**config.mk**
```make
export PLATFORM = sky130hd
export DESIGN_NAME = rsa_decryptor_flat
export DESIGN_NICKNAME = d
export VERILOG_FILES = /design/src/rtl/rsa_decryptor_if.sv /design/src/rtl/rsa_decryptor.sv /design/src/flat_wrapper.sv
export SDC_FILE = /design/constraint.sdc
export NUM_CORES = 2
export LEC_CHECK = 0
export BUFFER_PORTS_ARGS = -buffer_cell sky130_fd_sc_hd__buf_2
export CORE_ASPECT_RATIO = 0.8
export CORE_UTILIZATION = 45
export CTS_CLUSTER_SIZE = 24
export DETAILED_ROUTE_END_ITERATION = 8
export MAX_ROUTING_LAYER = met4
export PLACE_DENSITY_LB_ADDON = 0.2
export REMOVE_ABC_BUFFERS = 1
export SLEW_MARGIN = 15
export SYNTH_ARGS = -nofsm -noshare
export SYNTH_HDL_FRONTEND = slang
export SYNTH_SLANG_ARGS = --single-unit
```
**constraint.sdc**
```tcl
create_clock -name clk -period 15.35 [get_ports clk]
set_input_delay 3.07 -clock clk [delete_from_list [all_inputs] [get_ports clk]]
set_output_delay 3.07 -clock clk [all_outputs]
set_load 0.02 [all_outputs]
```
**src/rtl/rsa_decryptor_if.sv**
```systemverilog
// Operand/result bundle for rsa_decryptor.
// The master side issues requests and the slave side (the decryptor) returns results.
interface rsa_decryptor_if #(
    parameter int WIDTH = 64
);
    logic             start;
    logic [WIDTH-1:0] cipher_val;
    logic [WIDTH-1:0] private_key;
    logic [WIDTH-1:0] modulus_key;
    logic             busy;
    logic             cal_done;
    logic             err;
    logic [WIDTH-1:0] msg_val;

    modport master (
        output start, cipher_val, private_key, modulus_key,
        input  busy, cal_done, err, msg_val
    );

    modport slave (
        input  start, cipher_val, private_key, modulus_key,
        output busy, cal_done, err, msg_val
    );
endinterface

```
**src/rtl/rsa_decryptor.sv**
```systemverilog
// RSA decryptor: m = c^d mod n.
// Uses left-to-right square-and-multiply. The modular multiplier is a bit-serial
// Blakley interleaved unit that takes WIDTH cycles per product.
// Optional macro RSA_CONST_TIME_EN: run MUL for every exponent bit and commit the
// product only when the bit is set. This gives a fixed, data-independent latency.
module rsa_decryptor #(
    parameter int WIDTH = 64
) (
    input  logic             clk,
    input  logic             rst,
    rsa_decryptor_if.slave   bus
);
    localparam int IW = $clog2(WIDTH);
    localparam logic [IW-1:0] LAST_IDX = IW'(WIDTH - 1);

    typedef enum logic [2:0] {IDLE, CHECK, SQR, MUL, DONE} state_t;

    state_t           state;
    state_t           state_next;
    logic [WIDTH-1:0] c_reg;
    logic [WIDTH-1:0] d_reg;
    logic [WIDTH-1:0] n_reg;
    logic [WIDTH-1:0] r_reg;
    logic [WIDTH-1:0] acc;
    logic [WIDTH-1:0] msg_reg;
    logic             err_reg;
    logic [IW-1:0]    exp_idx;
    logic [IW-1:0]    bit_idx;

    logic [WIDTH-1:0] mul_y;
    logic [WIDTH:0]   dbl;
    logic [WIDTH:0]   dbl_red;
    logic [WIDTH:0]   sum;
    logic [WIDTH:0]   sum_red;
    logic [WIDTH-1:0] acc_next;
    logic             operand_bad;
    logic             mul_last;
    logic             exp_bit;
    logic             exp_last;
    logic             commit;

    // One Blakley step: double the accumulator, reduce, conditionally add R, reduce again.
    always_comb begin
        mul_y       = (state == MUL) ? c_reg : r_reg;
        dbl         = {acc, 1'b0};
        dbl_red     = (dbl >= {1'b0, n_reg}) ? dbl - {1'b0, n_reg} : dbl;
        sum         = dbl_red + (mul_y[bit_idx] ? {1'b0, r_reg} : {(WIDTH+1){1'b0}});
        sum_red     = (sum >= {1'b0, n_reg}) ? sum - {1'b0, n_reg} : sum;
        acc_next    = sum_red[WIDTH-1:0];
        operand_bad = (n_reg < WIDTH'(2)) || (c_reg >= n_reg);
        mul_last    = (bit_idx == '0);
        exp_bit     = d_reg[exp_idx];
        exp_last    = (exp_idx == '0);
        commit      = (state == SQR) || exp_bit;
    end

    // State register.
    always_ff @(posedge clk) begin
        if (rst) state <= IDLE;
        else     state <= state_next;
    end

    // Next-state selection over the exponent scan.
    always_comb begin
        state_next = state;
        case (state)
            IDLE:  if (bus.start) state_next = CHECK;
            CHECK: state_next = operand_bad ? DONE : SQR;
            SQR: begin
                if (mul_last) begin
`ifdef RSA_CONST_TIME_EN
                    state_next = MUL;
`else
                    if (exp_bit)       state_next = MUL;
                    else if (exp_last) state_next = DONE;
                    else               state_next = SQR;
`endif
                end
            end
            MUL:   if (mul_last) state_next = exp_last ? DONE : SQR;
            DONE:  state_next = IDLE;
            default: state_next = IDLE;
        endcase
    end

    // Handshake outputs are decoded from the state; results come from held registers.
    always_comb begin
        bus.busy     = (state != IDLE);
        bus.cal_done = (state == DONE);
        bus.err      = err_reg;
        bus.msg_val  = msg_reg;
    end

    // Datapath: latch operands, check them, then run multiply iterations and exponent-bit updates.
    always_ff @(posedge clk) begin
        if (rst) begin
            c_reg   <= '0;
            d_reg   <= '0;
            n_reg   <= '0;
            r_reg   <= '0;
            acc     <= '0;
            msg_reg <= '0;
            err_reg <= 1'b0;
            exp_idx <= '0;
            bit_idx <= '0;
        end else begin
            case (state)
                IDLE: begin
                    if (bus.start) begin
                        c_reg   <= bus.cipher_val;
                        d_reg   <= bus.private_key;
                        n_reg   <= bus.modulus_key;
                        err_reg <= 1'b0;
                        msg_reg <= '0;
                    end
                end
                CHECK: begin
                    if (operand_bad) begin
                        err_reg <= 1'b1;
                        msg_reg <= '0;
                    end else begin
                        r_reg   <= WIDTH'(1);
                        acc     <= '0;
                        exp_idx <= LAST_IDX;
                        bit_idx <= LAST_IDX;
                    end
                end
                SQR, MUL: begin
                    if (mul_last) begin
                        acc     <= '0;
                        bit_idx <= LAST_IDX;
                        if (commit) r_reg <= acc_next;
                        if (state_next == DONE) msg_reg <= commit ? acc_next : r_reg;
                        if (state == MUL || state_next == SQR) exp_idx <= exp_idx - 1'b1;
                    end else begin
                        acc     <= acc_next;
                        bit_idx <= bit_idx - 1'b1;
                    end
                end
                default: ;
            endcase
        end
    end
endmodule

```
**src/flat_wrapper.sv**
```systemverilog
// flat-port wrapper written by rule: the top's interface ports become plain ports
module rsa_decryptor_flat 
#(
    parameter int WIDTH = 64
)
  (clk, rst, bus_start, bus_cipher_val, bus_private_key, bus_modulus_key, bus_busy, bus_cal_done, bus_err, bus_msg_val);
  rsa_decryptor_if #(.WIDTH(WIDTH)) bus_i ();
  input  logic clk;
  input  logic rst;
  input wire logic [$bits(bus_i.start)-1:0] bus_start;
  input wire logic [$bits(bus_i.cipher_val)-1:0] bus_cipher_val;
  input wire logic [$bits(bus_i.private_key)-1:0] bus_private_key;
  input wire logic [$bits(bus_i.modulus_key)-1:0] bus_modulus_key;
  output wire logic [$bits(bus_i.busy)-1:0] bus_busy;
  output wire logic [$bits(bus_i.cal_done)-1:0] bus_cal_done;
  output wire logic [$bits(bus_i.err)-1:0] bus_err;
  output wire logic [$bits(bus_i.msg_val)-1:0] bus_msg_val;
  assign bus_i.start = bus_start;
  assign bus_i.cipher_val = bus_cipher_val;
  assign bus_i.private_key = bus_private_key;
  assign bus_i.modulus_key = bus_modulus_key;
  assign bus_busy = bus_i.busy;
  assign bus_cal_done = bus_i.cal_done;
  assign bus_err = bus_i.err;
  assign bus_msg_val = bus_i.msg_val;
  rsa_decryptor #(.WIDTH(WIDTH)) u_core (.clk(clk), .rst(rst), .bus(bus_i));
endmodule
```
==> flow_summary.json <==
{
  "fin_crit_sh_pct": 79.0,
  "dr.pass1.iters": 6,
  "worstMarginPinSlew_ns": 1.29,
  "die_y_um": 234,
  "ys_ff_latch": 400,
  "worst_hold_slack_ns": 0.452,
  "crit_arrival_ns": 12.65,
  "fp.dieW_um": 292,
  "utilization_pct": 50.7,
  "r2r-start": "u_core.bit_idx[0]$_SDFFE_PP0P_",
  "reg2reg_depth": 32,
  "fin_worst_skew_ns": 0.0240,
  "cpLargestDelayFamily": "compound AO/OA/AOI/OAI gates",
  "ctsHoldBuffers": 0,
  "hpwl_mm": 94.1,
  "h-tree-depth": 2,
  "numPortBuffers": 261,
  "clk_latency_ns": 0.61,
  "rsz0062_at_grt": "false",
  "netlist_area_um2": 30400,
  "clock_sinks": 400,
  "routabilityCongestion": 1.04,
  "synth.avg_cell_area_um2": 7.70,
  "ys_seq_area_share_pct": 26.4,
  "crit_type": "reg2reg",
  "cp_max_fo": 65,
  "grt_pass1_wl_mm": 179,
  "boundaryPins": 262,
  "wl_per_cell_um": 24.6,
  "num_vias": 30645,
  "grt_pass1_vias": 27626,
  "clk_path_buf_depth": 3,
  "final.setup.tns_ns": 0,
  "grt_overflow_total": 0,
  "required_ns": 15.88,
  "cts-root-buf": "clkbuf_16",
  "min_from": "u_core.d_reg[33]$_SDFFE_PP0P_",
  "area.growth.synth_to_final_pct": 10.6,
  "cts.clk_slew.worst_paths_ns": 0.07,
  "grt_start_max_net_pins": 158,
  "status": "complete, no violations",
  "final_nets": 4507,
  "min_to": "u_core.d_reg[33]$_SDFFE_PP0P_",
  "synth.distinct_cells": 85,
  "critPathCaptureType": "register",
  "post_cts_buffers": 0,
  "core-area_um2": 66200,
  "dieArea_um2": 68500,
  "synthArstFlopShare_pct": 0,
  "cts_tree": "yes",
  "synth_area_leaders": "dfxtp_1 (26%), ha_1 (11%), nand2_1 (8.8%)",
  "numCtsBuffers": 44,
  "r2r-end": "u_core.bus.msg_val[57]$_SDFFE_PP0P_",
  "num_rows": 84,
  "min_path_cells": 2,
  "hold_viol": 0,
  "start_util_pct": 45.9,
  "path_buf_inv": 7,
  "fmaxAchievable_mhz": 82.5,
  "wl_mm": 122,
  "drc_errors": 0,
  "track_usage_pct": 35.6,
  "maxCapViolations": 0,
  "min_period_ns": 12.12,
  "antenna_found_initial": 13,
  "slowest_stage": "a22o_4",
  "ys_top_cells_by_count": "nand2_1 (712), a21oi_1 (435), dfxtp_1 (400)",
  "viasPerCell": 6.19,
  "setup_viol": 0,
  "antenna_left": 0,
  "yosysWarningCount": 0,
  "hold_path_class": "reg2reg",
  "relSlewSlack_pct": 13.8,
  "crit_path_max_incr_delay_ns": 0.86,
  "synth_top_area_share_pct": 26.4,
  "regToRegSetupSlack_ns": 3.23,
  "critPathLaunchType": "register",
  "yosysTopAreaCell": "dfxtp_1",
  "synth_edf_count": 0,
  "yosysMostFrequentCell": "nand2_1",
  "synthCells": 3944,
  "drt_iter0_drc": 3458,
  "synth_flop_cell": "dfxtp_1",
  "slew_violations": 0,
  "drive_gt1_share_pct": 12.0,
  "post_cts_resize_count": 0
}
kinds of logic (layout without fill, tap and decap cells):
logic type / after synthesis / after routing / synth area share (%)
and+or+nand+nor: 1349 / 1349 / 20.2
AOI/OAI and AO/OA: 1254 / 1254 / 25.3
DFF: 400 / 400 / 26.4
buffers and inverters: 368 / 502 / 4.85
adders and majority gates: 262 / 262 / 10.9
xor gates and xnor gates: 184 / 184 / 5.31
muxes: 127 / 127 / 7.14
other: 0 / 9 / 0
worst max-delay path by stage:
stage | start | endpoint | slack (ns) | depth (start not counted)
3_5_place_dp | u_core.bit_idx[0]$_SDFFE_PP0P_ | u_core.bus.msg_val[57]$_SDFFE_PP0P_ | 3.55 | 32
6_report | u_core.bit_idx[0]$_SDFFE_PP0P_ | u_core.bus.msg_val[57]$_SDFFE_PP0P_ | 3.23 | 32
4_1_cts | u_core.bit_idx[0]$_SDFFE_PP0P_ | u_core.bus.msg_val[46]$_SDFFE_PP0P_ | 3.51 | 32
2_1_floorplan | u_core.state[1]$_SDFF_PP0_ | u_core.r_reg[1]$_SDFFE_PP0P_ | 3.14 | 28
3_3_place_gp | u_core.bit_idx[0]$_SDFFE_PP0P_ | u_core.acc[33]$_SDFFE_PP0P_ | 3.80 | 29
5_1_grt | u_core.bit_idx[0]$_SDFFE_PP0P_ | u_core.bus.msg_val[59]$_SDFFE_PP0P_ | 2.73 | 32
worst reg2reg max path: cells and delay by family, from the launching register on:
family          cells  cell delay, ns
simple gates        8            2.03
compound gates     10            3.53
xor+xnor            1            0.40
mux                 4            2.44
fa+ha+maj           2            0.86
flops               1            0.33
buf+inv             7            2.44
cells in the final DEF (no fill, tap or decap), types with 44 or more instances in the layout:
| cell type | netlist | layout |
|---|---|---|
| a21o_1 | 123 | 123 |
| a21oi_1 | 435 | 434 |
| a31oi_1 | 65 | 65 |
| buf_2 | 24 | 260 |
| clkbuf_16 | 0 | 44 |
| dfxtp_1 | 400 | 400 |
| ha_1 | 259 | 259 |
| inv_1 | 137 | 137 |
| mux4_2 | 62 | 62 |
| nand2_1 | 712 | 710 |
| nand3_1 | 106 | 106 |
| nand4_1 | 67 | 67 |
| nor2_1 | 144 | 143 |
| nor2b_1 | 116 | 116 |
| nor3_1 | 58 | 57 |
| o21ai_0 | 209 | 209 |
| o21ai_1 | 91 | 91 |
| xnor2_1 | 113 | 113 |
| xor2_1 | 71 | 71 |
routing by layer:
metal / vias up / track usage [%] / share of wire (%) / routed length (um)
met2: 1508 / 47.3 / 39 / 47100
met3: 160 / 8.60 / 11 / 13800
met1: 14520 / 52.6 / 48 / 58000
met4: 0 / 8.69 / 2.4 / 2910
met5: - / - / 0 / 0
li1: 14457 / - / - / -
through the flow:
step                setup WS [ns]  cell area [um^2]  cells
global placement             3.80             32100   4863
global route                 2.73             33600   4946
floorplan                    3.14             29400   3715
CTS                          3.51             33600   4937
detailed placement           3.55             32100   4863
finish                       3.23             33600   4947
layout make-up:
type                       instances  area, um^2
antenna                            9        22.5
clock buffer                      60        1240
clock inverter                    14         195
fill                            6629       32600
inverter                         139         522
multi-input combinational       3176       21000
sequential                       400        8010
tap                              860        1080
timing repair buffer             289        1550
Power is not shown: default switching activity piles up to over one toggle a cycle in this logic, so the estimate is an artifact.
